$ cat src/rtl/ws_rx_pkg.sv
// Shared constants and FSM encoding for the WS2812B pixel receiver.
// Default timing values assume the 96 MHz PLL clock.
package ws_rx_pkg;

  localparam int unsigned T0H_CLKS   = 38;
  localparam int unsigned T1H_CLKS   = 77;
  localparam int unsigned TBIT_CLKS  = 120;
  localparam int unsigned RESET_CLKS = 4800;

  localparam int unsigned PIXEL_GRB  = 24;
  localparam int unsigned PIXEL_GRBW = 32;

  typedef enum logic [1:0] {
    WAIT_LOW = 2'd0,
    LOW      = 2'd1,
    HIGH     = 2'd2
  } rx_state_e;

endpackage

$ cat src/rtl/ws_pixel_rx_if.sv
// Pixel valid/ready handshake between the WS2812B receiver and its consumer.
// The receiver drives the payload; the consumer drives pixel_ready.
interface ws_pixel_rx_if
  import ws_rx_pkg::*;
#(
  parameter int unsigned PIXEL_BITS = PIXEL_GRB,
  parameter int unsigned IDX_W      = 10
);
  logic                  pixel_valid;
  logic                  pixel_ready;
  logic [PIXEL_BITS-1:0] pixel_data;
  logic [IDX_W-1:0]      pixel_idx;

  modport master (
    output pixel_valid,
    output pixel_data,
    output pixel_idx,
    input  pixel_ready
  );

  modport slave (
    input  pixel_valid,
    input  pixel_data,
    input  pixel_idx,
    output pixel_ready
  );
endinterface

$ cat src/rtl/ws_edge_sync.sv
// Synchroniser for the asynchronous serial input plus rise/fall strobes on the synchronised level.
// The chain is reset-free so it tracks the line through reset; the receiver FSM masks stale pulses.
module ws_edge_sync #(
  parameter int unsigned SYNC_STAGES = 2
) (
  input  logic clk,
  input  logic i_sig,
  output logic o_level,
  output logic o_rise_c,
  output logic o_fall_c
);

  logic [SYNC_STAGES-1:0] r_sync;
  logic                   r_prev;

  always_ff @(posedge clk) begin
    r_sync <= {r_sync[SYNC_STAGES-2:0], i_sig};
    r_prev <= r_sync[SYNC_STAGES-1];
  end

  assign o_level  = r_sync[SYNC_STAGES-1];
  assign o_rise_c = r_sync[SYNC_STAGES-1] & ~r_prev;
  assign o_fall_c = ~r_sync[SYNC_STAGES-1] & r_prev;

endmodule

$ cat src/rtl/ws_pixel_rx.sv
// WS2812B serial decoder: classifies HIGH pulse widths into bits, assembles pixels MSB-first
// and presents them on a valid/ready handshake with index, stream-reset pulse and sticky errors.
module ws_pixel_rx
  import ws_rx_pkg::*;
#(
  parameter int unsigned PIXEL_BITS        = PIXEL_GRB,
  parameter int unsigned MIN_HIGH_CLKS     = 12,
  parameter int unsigned ONE_THRESH_CLKS   = 57,
  parameter int unsigned STREAM_RESET_CLKS = RESET_CLKS,
  parameter int unsigned IDX_W             = 10,
  parameter int unsigned SYNC_STAGES       = 2
) (
  input  logic           clk,
  input  logic           rst,
  input  logic           sig,
  input  logic           clear_err,
  ws_pixel_rx_if.master  px,
  output logic           frame_end,
  output logic           err_overflow,
  output logic           err_partial,
  output logic           err_glitch
);

  localparam int unsigned CW  = $clog2(STREAM_RESET_CLKS + 1);
  localparam int unsigned BCW = $clog2(PIXEL_BITS + 1);
  localparam logic [IDX_W-1:0] IDX_MAX = '1;

  logic w_level;
  logic w_rise;
  logic w_fall;

  rx_state_e r_state;
  rx_state_e w_state_nxt;
  logic      w_pulse_done;
  logic      w_stream_rst;

  logic [CW-1:0]         r_cnt;
  logic [BCW-1:0]        r_bit_cnt;
  logic [PIXEL_BITS-1:0] r_shift;
  logic [IDX_W-1:0]      r_next_idx;
  logic                  r_valid;
  logic [PIXEL_BITS-1:0] r_data;
  logic [IDX_W-1:0]      r_idx;
  logic                  r_frame_end;
  logic                  r_err_overflow;
  logic                  r_err_partial;
  logic                  r_err_glitch;

  logic                  w_at_limit;
  logic                  w_glitch;
  logic                  w_shift;
  logic                  w_bit;
  logic [PIXEL_BITS-1:0] w_shift_nxt;
  logic                  w_complete;
  logic                  w_stall;

  ws_edge_sync #(
    .SYNC_STAGES (SYNC_STAGES)
  ) u_edge_sync (
    .clk      (clk),
    .i_sig    (sig),
    .o_level  (w_level),
    .o_rise_c (w_rise),
    .o_fall_c (w_fall)
  );

  // Counter reaches the stream-reset length on this cycle; only one cycle per stable period.
  assign w_at_limit = !w_rise && !w_fall && (r_cnt == CW'(STREAM_RESET_CLKS - 1));

  always_ff @(posedge clk) begin
    if (rst) r_state <= WAIT_LOW;
    else     r_state <= w_state_nxt;
  end

  always_comb begin
    w_state_nxt  = r_state;
    w_pulse_done = 1'b0;
    w_stream_rst = 1'b0;
    unique case (r_state)
      WAIT_LOW: begin
        if (!w_level) w_state_nxt = LOW;
      end
      LOW: begin
        if (w_rise)          w_state_nxt  = HIGH;
        else if (w_at_limit) w_stream_rst = 1'b1;
      end
      HIGH: begin
        if (w_fall) begin
          w_state_nxt  = LOW;
          w_pulse_done = 1'b1;
        end else if (w_at_limit) begin
          w_state_nxt  = WAIT_LOW;
          w_stream_rst = 1'b1;
        end
      end
      default: w_state_nxt = WAIT_LOW;
    endcase
  end

  // Pulse classification on the falling edge; the counter still holds the HIGH width.
  assign w_glitch    = w_pulse_done && (r_cnt < CW'(MIN_HIGH_CLKS));
  assign w_shift     = w_pulse_done && !w_glitch;
  assign w_bit       = (r_cnt >= CW'(ONE_THRESH_CLKS));
  assign w_shift_nxt = {r_shift[PIXEL_BITS-2:0], w_bit};
  assign w_complete  = w_shift && (r_bit_cnt == BCW'(PIXEL_BITS - 1));
  assign w_stall     = r_valid && !px.pixel_ready;

  always_ff @(posedge clk) begin
    if (rst) begin
      r_cnt          <= '0;
      r_bit_cnt      <= '0;
      r_shift        <= '0;
      r_next_idx     <= '0;
      r_valid        <= 1'b0;
      r_data         <= '0;
      r_idx          <= '0;
      r_frame_end    <= 1'b0;
      r_err_overflow <= 1'b0;
      r_err_partial  <= 1'b0;
      r_err_glitch   <= 1'b0;
    end else begin
      if (w_rise || w_fall)                          r_cnt <= CW'(1);
      else if (r_cnt != CW'(STREAM_RESET_CLKS))      r_cnt <= r_cnt + CW'(1);

      r_frame_end <= w_stream_rst;

      if (w_stream_rst) begin
        r_bit_cnt  <= '0;
        r_shift    <= '0;
        r_next_idx <= '0;
      end else if (w_shift) begin
        r_shift <= w_shift_nxt;
        if (w_complete) begin
          r_bit_cnt <= '0;
          if (r_next_idx != IDX_MAX) r_next_idx <= r_next_idx + IDX_W'(1);
        end else begin
          r_bit_cnt <= r_bit_cnt + BCW'(1);
        end
      end

      // A pixel completing into a stalled slot is dropped; the held pixel stays put.
      if (w_complete && !w_stall) begin
        r_valid <= 1'b1;
        r_data  <= w_shift_nxt;
        r_idx   <= r_next_idx;
      end else if (r_valid && px.pixel_ready) begin
        r_valid <= 1'b0;
      end

      r_err_overflow <= (w_complete && w_stall) || (r_err_overflow && !clear_err);
      r_err_partial  <= (w_stream_rst && (r_bit_cnt != '0)) || (r_err_partial && !clear_err);
      r_err_glitch   <= w_glitch || (r_err_glitch && !clear_err);
    end
  end

  assign px.pixel_valid = r_valid;
  assign px.pixel_data  = r_data;
  assign px.pixel_idx   = r_idx;
  assign frame_end      = r_frame_end;
  assign err_overflow   = r_err_overflow;
  assign err_partial    = r_err_partial;
  assign err_glitch     = r_err_glitch;

endmodule

$ cat src/flat_wrapper.sv
// flat-port wrapper written by rule: the top's interface ports become plain ports
module ws_pixel_rx_flat import ws_rx_pkg::*;
#(
  parameter int unsigned PIXEL_BITS        = PIXEL_GRB,
  parameter int unsigned MIN_HIGH_CLKS     = 12,
  parameter int unsigned ONE_THRESH_CLKS   = 57,
  parameter int unsigned STREAM_RESET_CLKS = RESET_CLKS,
  parameter int unsigned IDX_W             = 10,
  parameter int unsigned SYNC_STAGES       = 2
)
  (clk, rst, sig, clear_err, frame_end, err_overflow, err_partial, err_glitch, px_pixel_valid, px_pixel_data, px_pixel_idx, px_pixel_ready);
  ws_pixel_rx_if #(.PIXEL_BITS(PIXEL_BITS), .IDX_W(IDX_W)) px_i ();
  input  logic clk;
  input  logic rst;
  input  logic sig;
  input  logic clear_err;
  output logic frame_end;
  output logic err_overflow;
  output logic err_partial;
  output logic err_glitch;
  output wire logic [$bits(px_i.pixel_valid)-1:0] px_pixel_valid;
  output wire logic [$bits(px_i.pixel_data)-1:0] px_pixel_data;
  output wire logic [$bits(px_i.pixel_idx)-1:0] px_pixel_idx;
  input wire logic [$bits(px_i.pixel_ready)-1:0] px_pixel_ready;
  assign px_pixel_valid = px_i.pixel_valid;
  assign px_pixel_data = px_i.pixel_data;
  assign px_pixel_idx = px_i.pixel_idx;
  assign px_i.pixel_ready = px_pixel_ready;
  ws_pixel_rx #(.PIXEL_BITS(PIXEL_BITS), .MIN_HIGH_CLKS(MIN_HIGH_CLKS), .ONE_THRESH_CLKS(ONE_THRESH_CLKS), .STREAM_RESET_CLKS(STREAM_RESET_CLKS), .IDX_W(IDX_W), .SYNC_STAGES(SYNC_STAGES)) u_core (.clk(clk), .rst(rst), .sig(sig), .clear_err(clear_err), .px(px_i), .frame_end(frame_end), .err_overflow(err_overflow), .err_partial(err_partial), .err_glitch(err_glitch));
endmodule
$ cat config.mk
export PLATFORM = sky130hd
export DESIGN_NAME = ws_pixel_rx_flat
export DESIGN_NICKNAME = d
export VERILOG_FILES = /design/src/rtl/ws_rx_pkg.sv /design/src/rtl/ws_pixel_rx_if.sv /design/src/rtl/ws_edge_sync.sv /design/src/rtl/ws_pixel_rx.sv /design/src/flat_wrapper.sv
export SDC_FILE = /design/constraint.sdc
export NUM_CORES = 1
export LEC_CHECK = 0
export BUFFER_PORTS_ARGS = -buffer_cell sky130_fd_sc_hd__buf_2
export CAP_MARGIN = 10
export CORE_ASPECT_RATIO = 1.75
export CORE_MARGIN = 2
export CORE_UTILIZATION = 62
export DETAILED_ROUTE_END_ITERATION = 8
export PLACE_DENSITY_LB_ADDON = 0.2
export REMOVE_ABC_BUFFERS = 1
export SLEW_MARGIN = 20
export SYNTH_ARGS = -nofsm -noshare
export SYNTH_HDL_FRONTEND = slang
export SYNTH_SLANG_ARGS = --single-unit
$ cat constraint.sdc
create_clock -name clk -period 6.1 [get_ports clk]
set_clock_uncertainty 0.15 [all_clocks]
set_input_delay 0 -clock clk [delete_from_list [all_inputs] [get_ports clk]]
set_output_delay 0 -clock clk [all_outputs]
set_load 0.05 [all_outputs]
* After elaboration in Yosys (flattened, before gate mapping)
Index checks and enable logic that the tools add are counted.
W data, S select, Z words.
** Storage, ports and cells
- Register bits after elaboration :: 95
- Output and inout bits :: 39
- Logic and storage cells :: 80
** Cells by class
- $add $sub $neg :: 3
- $lt $le $gt $ge :: 2
- Equal/unequal tests :: 9
- Muxes and demuxes :: 16
- Bitwise gates (word level) :: 4
- Reduce and logical (&&, ||, !) cells :: 31
** Operators by type and width (count)
- $add A13 B1 Y13 const B :: 1
- $eq A13 B13 Y1 const B :: 1
- $ge A13 B6 Y1 const B :: 1
- $logic_and A1 B1 Y1 :: 13
- $lt A13 B4 Y1 const B :: 1
- $ne A13 B13 Y1 const B :: 1
- $add A10 B1 Y10 const B :: 1
- $ne A10 B10 Y1 const B :: 1
- $mux W1 :: 9
- $mux W2 :: 4
- $logic_not A1 Y1 :: 6
- $pmux W2 S3 :: 1
- $reduce_and A3 Y1 :: 2
- $add A5 B1 Y5 const B :: 1
- $eq A5 B5 Y1 const B :: 1
- $mux W5 :: 1
- $reduce_bool A5 Y1 :: 1
- $logic_or A1 B1 Y1 :: 4
- $reduce_bool A2 Y1 :: 2
- $reduce_or A2 Y1 :: 2
- $ne A3 B1 Y1 const B :: 1
- $and A1 B1 Y1 :: 2
- $eq A2 B1 Y1 const B :: 1
- $eq A2 B2 Y1 const B :: 1
- 5 further kinds :: 6

* Depth between registers and ports, before layout
Gate-level depths: netlist of the first run.
- Depth after elaboration :: 10
- Gate-level depth with buffers :: 7
- Mapped depth without buffers :: 6

* Cells and area by module
Synthesis of the first run repeated with hierarchy kept, for this count alone.
** Second synthesis, totals
- Cell total of the unflattened synthesis :: 416
- Area, all modules :: 3822.4 µm²
** By module, submodules not included
- ws_pixel_rx :: times used 1, cells each 411, area an instance 3747.3 µm², sequential area each 1841.8 µm²
- ws_edge_sync :: times used 1, cells each 5, area an instance 75.1 µm², sequential area each 60.1 µm²

* Least setup slack after synthesis of the first run
Ideal clock, no wire load.
- Path type :: flip-flop to flip-flop
- Start point :: register u_core.r_bit_cnt[0]
- End point :: register u_core.r_next_idx[1]
- Library setup time :: 0.070 ns
- Data arrival time :: 1.800 ns
- Required time :: 5.880 ns
- Slack :: 4.079 ns
- Stages on the path, launching flop included :: 7
- Buffers on the path :: 1
- Clock period less this slack :: 2.021 ns
- Path through :: dfxtp_1 ha_1 nand4b_1 or2_2 clkbuf_1 or4b_1 a21oi_1
** Between the ends
- Cells in the longest elaborated chain, start to end :: 3
** RTL lines
- from (decl) :: RTL line ws_pixel_rx.sv:38 : logic [BCW-1:0] r_bit_cnt;
- from (signal assigned) :: RTL line ws_pixel_rx.sv:137 : r_bit_cnt <= r_bit_cnt + BCW'(1);
- $eq A5 B5 Y1 :: RTL line ws_pixel_rx.sv:105 : assign w_complete = w_shift && (r_bit_cnt == BCW'(PIXEL_BITS - 1));
- $logic_and A1 B1 Y1 :: RTL line ws_pixel_rx.sv:105
- $reduce_and A3 Y1 (no source line)
- to (signal assigned) :: RTL line ws_pixel_rx.sv:135 : if (r_next_idx != IDX_MAX) r_next_idx <= r_next_idx + IDX_W'(1);
- to (decl) :: RTL line ws_pixel_rx.sv:40 : logic [IDX_W-1:0] r_next_idx;
Every way passes these cells.
A chain may end at the register's enable or synchronous reset.

* Worst setup path in the final report of the first run
- Start point :: register u_core.r_cnt[6]
- End point :: register u_core.r_next_idx[6]
** Between the ends
- Cells in the longest elaborated chain, start to end :: 6
** RTL lines
- from (decl) :: RTL line ws_pixel_rx.sv:37 : logic [CW-1:0] r_cnt;
- from (signal assigned) :: RTL line ws_pixel_rx.sv:123 : else if (r_cnt != CW'(STREAM_RESET_CLKS)) r_cnt <= r_cnt + CW'(1);
- $lt A13 B4 Y1 / $eq A13 B13 Y1 (equally long branches) :: RTL line ws_pixel_rx.sv:101, ws_pixel_rx.sv:68
- $logic_and A1 B1 Y1 (on tied branches) :: RTL line ws_pixel_rx.sv:101, ws_pixel_rx.sv:68
- $logic_not A1 Y1 / $mux W1 (equally long branches) :: RTL line ws_pixel_rx.sv:102, ws_pixel_rx.sv:85, ws_pixel_rx.sv:91
- $logic_and A1 B1 Y1 (tied with other cells) :: RTL line ws_pixel_rx.sv:102 : assign w_shift = w_pulse_done && !w_glitch;
- $logic_and A1 B1 Y1 / $pmux W1 S2 (equally long branches) :: RTL line ws_pixel_rx.sv:105, ws_pixel_rx.sv:79
- $reduce_and A3 Y1 (no source line) / $reduce_or A2 Y1 (equally long branches)
Parallel ways exist; a longest one is shown, timed or not.

==> results.yml, run 1 <==
floorplanning:
  start_util_pct: 63.3
  chipHeight_um: 112
  die_area_um2: 7320
  ios: 44
  design.core.area_um2: 6490
  die_x_um: 65.5
  rows: 39
timing:
  unrepaired_setup_endpoints_after_global_routing: "no"
  finalSetupViolCount: 0
  layout_min_cycle_time_ps: 2630
  finalCritPeriodShare_pct: 43.0
  timing.slew.headroom_pct: 32.1
  timing_max_transition_violations_final: 0
  hold_slack_ps: 161
  report.final.hold_viol_count: 0
  tightest_pin_transition_ps: 1010
  finalSetupTns_ps: 0
  max_freq_ghz: 0.381
grt:
  globalRouteMet3Util_pct: 6.16
  globalRoute.totalOverflow: 0
  grt_most_used_layer: "met2"
  grt_util_all_layers_pct: 26.0
  met1_usage_pct: 29.1
  grt_pass1_vias: 3366
  first_pass_grt_wire_length_mm: 15.0
  grt_max_degree: 55
  grt_antenna_before_repair: 0
  use_met2_pct: 46.1
cts:
  path_clk_slew_ps: 60
  tritoncts_num_sinks: 95
  tritoncts_buffers: 9
  h_tree_depth: 3
  postCtsHoldBufs: 3
  ctsRootBufferMaster: "sky130_fd_sc_hd__clkbuf_16"
  postCtsResizedCells: 0
  max-clock-path-buffers: 2
  clk_latency_ps: 340
  cts_setup_buffers: 0
  tritoncts: "yes"
logic_synthesis:
  synth-adder-area-share_pct: 3.66
  synth_edf_count: 0
  sequential_to_total_area_share_from_yosys_stat_pct: 46.3
  ys_ff_latch: 95
  yosysUniqueCellTypes: 50
  synth-simple-area-share_pct: 23.1
  synth_ff_type: "sky130_fd_sc_hd__dfxtp_1"
  synth_area_per_cell_um2: 8.40
  synthesis.yosys.warnings: 0
  synth_compound_gate_area_share_pct: 17.3
  main_combinational_cell_family_by_area_after_synthesis: "simple AND/OR/NAND/NOR gates"
  synthArstFlopShare_pct: 0
  syn-cell-area_um2: 4110
  synth_xor_xnor_area_share_pct: 2.77
  netlist_instances: 489
  synthMuxAreaShare_pct: 1.98
worst_setup_path:
  timing.reg2reg.setup_slack_ps: 3470
  worst-endpoint-arrival_ps: 2720
  critical_path_peak_fanout: 26
  critical_path.reg2reg.startpoint: "u_core.r_cnt[6]"
  cpMaxStageDelayCell: "sky130_fd_sc_hd__or4_4"
  cp-end-kind: "flop"
  crit_path_start_kind: "flop"
  critical_path.cell_chain: "or4_4 -> nor3_4 -> buf_4 -> nor3_2 -> a311oi_1"
  data_required_time_at_the_worst_endpoint_ps: 6190
  regToRegEndpoint: "u_core.r_next_idx[6]"
  timing.critical_path.slowest_cell_delay_ps: 620
  timing.setup.critical_path_class: "reg -> reg"
  reg2reg_depth: 5
finish:
  post-route-util_pct: 71.0
  syn2layout_area_growth_pct: 12.1
  layout_commonest_cell: "sky130_fd_sc_hd__dfxtp_1"
  layoutNonFillerInstCount: 600
  diodes: 0
  final_nets: 533
  layout.filler_cells: 522
  layout_common_cells: "95 x sky130_fd_sc_hd__dfxtp_1, 64 x sky130_fd_sc_hd__a21oi_1, 52 x sky130_fd_sc_hd__nand2_1, 48 x sky130_fd_sc_hd__nand3_1, 43 x sky130_fd_sc_hd__buf_2"
  drive_gt1_share_pct: 13.5
drt:
  num_vias: 3541
  vias_per_cell: 5.90
  dr.pass1.iters: 4
  route.antenna.remaining_nets: 0
  detail_route.drc_violations: 0
  drt_iter0_drc: 279
  routed_wirelength_mm: 8.88
  drt-wirelength-per-cell_um: 14.8
worst_hold_path:
  hold_path_end: "u_core.u_edge_sync.r_sync[0]"
  hold_class: "in -> reg"
  min_from: "sig"
  worst_hold_path_stage_count: 2
placed_design:
  place.gp.congestion: 0.945
  buffer_ports.inserted: 43
  numPlacedInstances: 584
  dp.final_hpwl_mm: 5.65
power_and_ir_drop:
  fin_total_pwr_mw: 1.20
  power.leakage_nw: 1.65
  irDropWorstVdd_mv: 0.244
  power-per-cell-area_nw_per_um2: 261
run_status:
  run_status: "completed"
run:
  max_cap_viol_count: 0
[cell families (layout without fill, tap and decap cells)]
| family | Yosys count | after routing |
|---|---|---|
| buf+inv | 46 | 75 |
| simple gates | 187 | 187 |
| mux | 8 | 8 |
| xor+xnor | 13 | 13 |
| fa+ha+maj | 12 | 12 |
| compound gates | 128 | 128 |
| flops | 95 | 95 |
[state kept, by name, summed over array words and instances (netlist names), 2 cells and up]
signal	count
u_core.r_cnt	13
u_core.r_next_idx	10
u_core.u_edge_sync.r_sync	2
u_core.px.pixel_idx	10
u_core.r_bit_cnt	5
u_core.r_shift	23
u_core.px.pixel_data	24
u_core.r_state	2
[cell usage after synthesis, drive strengths merged, types with 4 or more instances]
master   n  share of area (%)
nand2b   4               0.61
ha      12                3.7
nand3   48                5.8
mux2i    7                1.7
clkbuf  28                2.6
a21oi   64                7.8
dfxtp   95                 46
nand2   52                4.8
nor4     6               0.91
a31oi    4               0.61
buf      7                1.2
xnor2    8                1.7
nor2    27                2.5
a311oi   4               0.85
xor2     5                1.1
o21ai   44                5.4
nor3    15                2.2
nor2b    8                1.2
inv     11                1.0
[metal layers]
layer / vias to the layer above / wire (um)
met1: 1659 / 3650
met3: 15 / 332
met4: 0 / 134
met5: - / 0
li1: 1776 / -
met2: 91 / 4750
[worst max-delay path by stage]
stage / start / to / slack (ps) / cells past startpoint
after floorplan: u_core.px.pixel_valid / u_core.px.pixel_data[0] / 2890 / 4
after global placement: u_core.r_cnt[6] / u_core.r_next_idx[6] / 3580 / 5
after detailed placement: u_core.r_cnt[6] / u_core.r_next_idx[6] / 3470 / 5
after CTS: u_core.r_cnt[6] / u_core.r_next_idx[6] / 3470 / 5
after global routing: u_core.r_cnt[6] / u_core.r_next_idx[6] / 3290 / 5
final: u_core.r_cnt[6] / u_core.r_next_idx[6] / 3470 / 5
[stage by stage]
step | setup WS, ps | area, um2
6_report | 3470 | 4610
2_1_floorplan | 2890 | 3950
3_3_place_gp | 3580 | 4320
4_1_cts | 3470 | 4610
5_1_grt | 3290 | 4610
3_5_place_dp | 3470 | 4320
[power breakdown]
| part | switching (mW) | total (mW) | leakage (nW) | internal (mW) |
|---|---|---|---|---|
| logic | 0.0444 | 0.0731 | 0.761 | 0.0287 |
| clock network | 0.213 | 0.493 | 0.121 | 0.281 |
| registers | 0.00786 | 0.636 | 0.767 | 0.628 |
| total | 0.265 | 1.20 | 1.65 | 0.938 |
[final cells by class]
cell class,instances,area (um2),share of cell area (%)
clock buffer,12,246,5.35
clock inverter,1,7.51,0.163
inverter,11,41.3,0.896
multi-input combinational,348,2020,43.9
sequential,95,1900,41.3
tap,82,103,2.23
timing repair buffer,51,283,6.14
[critical path: cells and delay by family (launching register included)]
kind	cells	cell delay (ps)
DFF	1	380
AOI/OAI and AO/OA	1	310
and+or+nand+nor	3	1300
buffers and inverters	1	380
Note: power is estimated with default switching activity, not from simulation.
==> run 2: changes to the inputs <==
--- a/config.mk
+++ b/config.mk
@@ -9,7 +9,7 @@
 export CAP_MARGIN = 10
 export CORE_ASPECT_RATIO = 1.75
 export CORE_MARGIN = 2
-export CORE_UTILIZATION = 62
+export CORE_UTILIZATION = 52
 export DETAILED_ROUTE_END_ITERATION = 8
 export PLACE_DENSITY_LB_ADDON = 0.2
 export REMOVE_ABC_BUFFERS = 1
==> constraint.sdc (replaced) <==
create_clock -name clk -period 2.4 [get_ports clk]
set_clock_uncertainty 0.15 [all_clocks]
set_input_delay 0 -clock clk [delete_from_list [all_inputs] [get_ports clk]]
set_output_delay 0 -clock clk [all_outputs]
set_load 0.05 [all_outputs]
==> results.yml, run 2 (synthesis gave the netlist of run 1 again) <==
drt:
  num_vias: 3574
  dr.pass1.iters: 5
  drt_iter0_drc: 243
  drt-wirelength-per-cell_um: 14.4
  routed_wirelength_mm: 8.95
  route.antenna.remaining_nets: 0
  vias_per_cell: 5.76
  detail_route.drc_violations: 0
power_and_ir_drop:
  seqPwrFrac_pct: 47.0
  irDropWorstVdd_mv: 0.523
  swShare_pct: 20.5
  power.combinational.fraction_pct: 5.7
  power-per-cell-area_nw_per_um2: 710
  power.leakage_nw: 1.76
  p_int_mw: 2.73
  p_sw_uw: 705
  pwr-share-clk_pct: 47.3
cts:
  max-clock-path-buffers: 2
  tritoncts_num_sinks: 95
  tritoncts: "yes"
  path_clk_slew_ps: 60
  cts_setup_buffers: 0
  h_tree_depth: 3
  ctsRootBufferMaster: "sky130_fd_sc_hd__clkbuf_16"
  clk_latency_ps: 340
  tritoncts_buffers: 9
finish:
  syn2layout_area_growth_pct: 17.7
  diodes: 0
  flip_flop_count_of_the_largest_register_after_layout: 24
  final_nets: 544
  layout_commonest_cell: "sky130_fd_sc_hd__dfxtp_1"
  layout.cell_area.non_filler_um2: 4830
  layout_common_cells: "95 x sky130_fd_sc_hd__dfxtp_1, 64 x sky130_fd_sc_hd__a21oi_1, 52 x sky130_fd_sc_hd__nand2_1, 48 x sky130_fd_sc_hd__nand3_1, 43 x sky130_fd_sc_hd__buf_2"
  drive_gt1_share_pct: 15.6
floorplanning:
  start_util_pct: 53.9
  ios: 44
  design.core.area_um2: 7620
  die_x_um: 71.2
  chipHeight_um: 122
  rows: 42
  die_area_um2: 8650
worst_setup_path:
  cp-end-kind: "flop"
  critical_path_peak_fanout: 31
  worst-endpoint-arrival_ps: 2350
  timing.setup.critical_path_class: "reg -> reg"
  crit_path_start_kind: "flop"
  data_required_time_at_the_worst_endpoint_ps: 2470
timing:
  layout_min_cycle_time_ps: 2280
  finalSetupTns_ps: 0
  timing.slew.headroom_pct: 64.9
  finalCritPeriodShare_pct: 95.1
  finalSetupViolCount: 0
  unrepaired_setup_endpoints_after_global_routing: "no"
  report.final.hold_viol_count: 0
  tightest_pin_transition_ps: 527
  timing_max_transition_violations_final: 0
  max_freq_ghz: 0.438
grt:
  grt_util_all_layers_pct: 21.5
  grt_pass1_vias: 3346
  grt_max_degree: 36
  globalRoute.totalOverflow: 0
  first_pass_grt_wire_length_mm: 14.9
  grt_antenna_before_repair: 0
run_status:
  run_status: "completed"
placed_design:
  place.gp.congestion: 0.917
  buffer_ports.inserted: 43
  placedInstanceArea_um2: 4430
  dp.final_hpwl_mm: 6.06
run:
  max_cap_viol_count: 0
worst_hold_path:
  hold_class: "in -> reg"
## run 2: changes by cell type in the layout (fill, tap and decap cells not counted), sizes merged
cell         before  now
buf              48   57
bufinv            0    3
dlygate4sd3       3    5
clkbuf           12   13
clkinvlp          1    0
## run 2: worst paths after layout
check	start	endpoint	slack (ps)	cells past startpoint
hold reg to reg	u_core.u_edge_sync.r_sync[0]	u_core.u_edge_sync.r_sync[1]	180	0
hold / removal	sig	u_core.u_edge_sync.r_sync[0]	150	2
setup reg to reg	u_core.r_cnt[6]	u_core.err_overflow	120	6
setup / recovery	u_core.r_cnt[6]	u_core.err_overflow	120	6
## run 2: stage by stage
| stage | hold WS, ps | power [mW] | setup WS, ps | util, % | instances |
|---|---|---|---|---|---|
| 2_1_floorplan | -122 | 1.77 | -808 | - | 454 |
| 3_3_place_gp | -45.2 | 1.84 | 297 | 58.2 | 599 |
| 3_5_place_dp | -45.2 | 1.84 | 271 | 58.2 | 599 |
| 4_1_cts | 133 | 3.46 | 29.5 | 63.3 | 620 |
| 5_1_grt | 139 | 3.55 | 7.39 | 63.4 | 620 |
| 6_report | 146 | 3.43 | 117 | 63.4 | 620 |
## run 2: critical path: stages, from the launching register on
cell and delay [ps]:
sky130_fd_sc_hd__dfxtp_1 410, sky130_fd_sc_hd__nor4_2 390, sky130_fd_sc_hd__nand3_1 150, sky130_fd_sc_hd__buf_4 270, sky130_fd_sc_hd__nand3_1 120, sky130_fd_sc_hd__a21oi_1 70
sky130_fd_sc_hd__dlygate4sd3_1 580
## run 2: routing by layer
| layer | global-route usage (%) | up-vias | wire length [um] |
|---|---|---|---|
| li1 | - | 1805 | - |
| met1 | 24.1 | 1686 | 3610 |
| met2 | 38.4 | 71 | 4790 |
| met3 | 5.29 | 12 | 385 |
| met4 | 8.73 | 0 | 159 |
| met5 | 0 | - | 0 |
## run 2: cell type report
class / instances / area [um2]
clock inverters: 3 / 90.1
multi-input cells: 348 / 2030
fillers: 698 / 2790
well taps: 88 / 110
clock buffers: 13 / 250
flip-flops and latches: 95 / 1900
repair buffers: 62 / 408
inverters: 11 / 41.3
## run 2: repair_timing
item,in CTS,in global routing
resized for setup,0,2
hold buffers,5,0
setup endpoints to repair,0,1
hold endpoints to repair,9,0
## run 2: power groups by stage
stage	Sequential, mW	Combinational (mW)	Clock, mW
after floorplan	1.65	0.124	0
after global placement	1.65	0.189	0
after detailed placement	1.65	0.192	0
after CTS	1.61	0.199	1.65
after global routing	1.62	0.227	1.70
final	1.61	0.196	1.62
==> run 3: changes to the inputs <==
--- a/config.mk
+++ b/config.mk
@@ -11,6 +11,7 @@
 export CORE_MARGIN = 2
 export CORE_UTILIZATION = 52
 export DETAILED_ROUTE_END_ITERATION = 8
+export MAX_ROUTING_LAYER = met4
 export PLACE_DENSITY_LB_ADDON = 0.2
 export REMOVE_ABC_BUFFERS = 1
 export SLEW_MARGIN = 20
==> results.yml, run 3 (synthesis gave the netlist of run 1 again) <==
timing:
  timing.slew.headroom_pct: 65.2
  max_freq_ghz: 0.437
  finalCritPeriodShare_pct: 95.3
  worst_slack_ps: 112
  layout_min_cycle_time_ps: 2290
  finalSetupViolCount: 0
  report.final.hold_viol_count: 0
  tightest_pin_transition_ps: 522
  timing_max_transition_violations_final: 0
  unrepaired_setup_endpoints_after_global_routing: "no"
drt:
  routed_wirelength_mm: 8.96
  drt-wirelength-per-cell_um: 14.5
  detail_route.drc_violations: 0
  num_vias: 3558
  vias_per_cell: 5.74
  drt_iter0_drc: 251
  dr.pass1.iters: 4
  route.antenna.remaining_nets: 0
finish:
  drive_gt1_share_pct: 15.6
  flip_flop_count_of_the_largest_register_after_layout: 24
  layout_common_cells: "95 x sky130_fd_sc_hd__dfxtp_1, 64 x sky130_fd_sc_hd__a21oi_1, 52 x sky130_fd_sc_hd__nand2_1, 48 x sky130_fd_sc_hd__nand3_1, 43 x sky130_fd_sc_hd__buf_2"
  diodes: 0
  layout_commonest_cell: "sky130_fd_sc_hd__dfxtp_1"
  post-route-util_pct: 63.4
  syn2layout_area_growth_pct: 17.7
  layout.filler_cells: 698
  final_nets: 544
worst_setup_path:
  critical_path_peak_fanout: 31
  cp-startpoint: "u_core.r_cnt[6]"
  timing.setup.critical_path_class: "reg -> reg"
  worst-endpoint-arrival_ps: 2360
  cp-end-kind: "flop"
  critical_path.reg2reg.startpoint: "u_core.r_cnt[6]"
  crit_path_start_kind: "flop"
  data_required_time_at_the_worst_endpoint_ps: 2470
run:
  max_cap_viol_count: 0
floorplanning:
  design.core.area_um2: 7620
  rows: 42
  ios: 44
  die_x_um: 71.2
  chipHeight_um: 122
  start_util_pct: 53.9
  die_area_um2: 8650
cts:
  path_clk_slew_ps: 60
  max-clock-path-buffers: 2
  tritoncts_buffers: 9
  ctsRootBufferMaster: "sky130_fd_sc_hd__clkbuf_16"
  clk_latency_ps: 340
  tritoncts_num_sinks: 95
  tritoncts: "yes"
  h_tree_depth: 3
grt:
  grt_util_all_layers_pct: 22.2
  grt_pass1_vias: 3344
  globalRoute.totalOverflow: 0
  first_pass_grt_wire_length_mm: 15.0
  grt_max_degree: 36
  grt_antenna_before_repair: 0
power_and_ir_drop:
  power-per-cell-area_nw_per_um2: 711
  power.leakage_nw: 1.76
  fin_total_pwr_mw: 3.43
  irDropWorstVdd_mv: 0.524
run_status:
  run_status: "completed"
placed_design:
  dp.final_hpwl_mm: 6.06
  place.gp.congestion: 0.933
  buffer_ports.inserted: 43
  placement.setup.worst_slack_ps: 271
worst_hold_path:
  min_from: "sig"
  hold_class: "in -> reg"
run 3: path summary, 6_finish.rpt:
| check | end | slack (ps) | depth (start not counted) |
|---|---|---|---|
| setup reg to reg | u_core.err_overflow | 110 | 6 |
| hold / removal | u_core.u_edge_sync.r_sync[0] | 140 | 2 |
| setup / recovery | u_core.err_overflow | 110 | 6 |
| hold reg to reg | u_core.u_edge_sync.r_sync[1] | 180 | 0 |
run 3: area by class of cell:
type	instances	area [um2]	area share [%]
well taps	88	110	2.28
repair buffers	62	408	8.44
clock inverters	3	90.1	1.86
clock buffers	13	250	5.18
inverters	11	41.3	0.854
flip-flops and latches	95	1900	39.3
multi-input cells	348	2030	42.0
run 3: stage by stage:
stage | hold slack, ps | area (um2) | setup TNS, ps | instances
3_3_place_gp | -45.2 | 4430 | 0 | 599
6_report | 145 | 4830 | 0 | 620
2_1_floorplan | -122 | 3950 | -35730 | 454
5_1_grt | 139 | 4830 | 0 | 620
3_5_place_dp | -45.2 | 4430 | 0 | 599
4_1_cts | 133 | 4820 | 0 | 620
run 3: critical path, stage by stage, from the launching register on:
cell                            delay, ps
sky130_fd_sc_hd__dfxtp_1              410
sky130_fd_sc_hd__nor4_2               390
sky130_fd_sc_hd__nand3_1              150
sky130_fd_sc_hd__buf_4                270
sky130_fd_sc_hd__nand3_1              130
sky130_fd_sc_hd__a21oi_1               70
sky130_fd_sc_hd__dlygate4sd3_1        580
run 3: what timing repair did:
item                                   4_1_cts  5_1_grt
hold buffers                                 5        0
endpoints found under the hold margin        9        0
setup buffers                                0        0
gates resized for setup                      0        2
setup endpoints to repair                    0        1
run 3: report_power, final:
part	total (mW)	switching, mW	leakage (nW)	internal [mW]
combinational	0.196	0.114	0.829	0.0826
sequential	1.61	0.0172	0.767	1.60
clock	1.62	0.577	0.164	1.05
total	3.43	0.708	1.76	2.73
run 3: layer usage:
metal	track usage [%]	vias up	share of wire, %
met2	38.4	56	53
met1	24.2	1679	42
met5	-	-	0
met4	8.73	0	1.9
met3	5.29	14	3.3
li1	-	1809	-
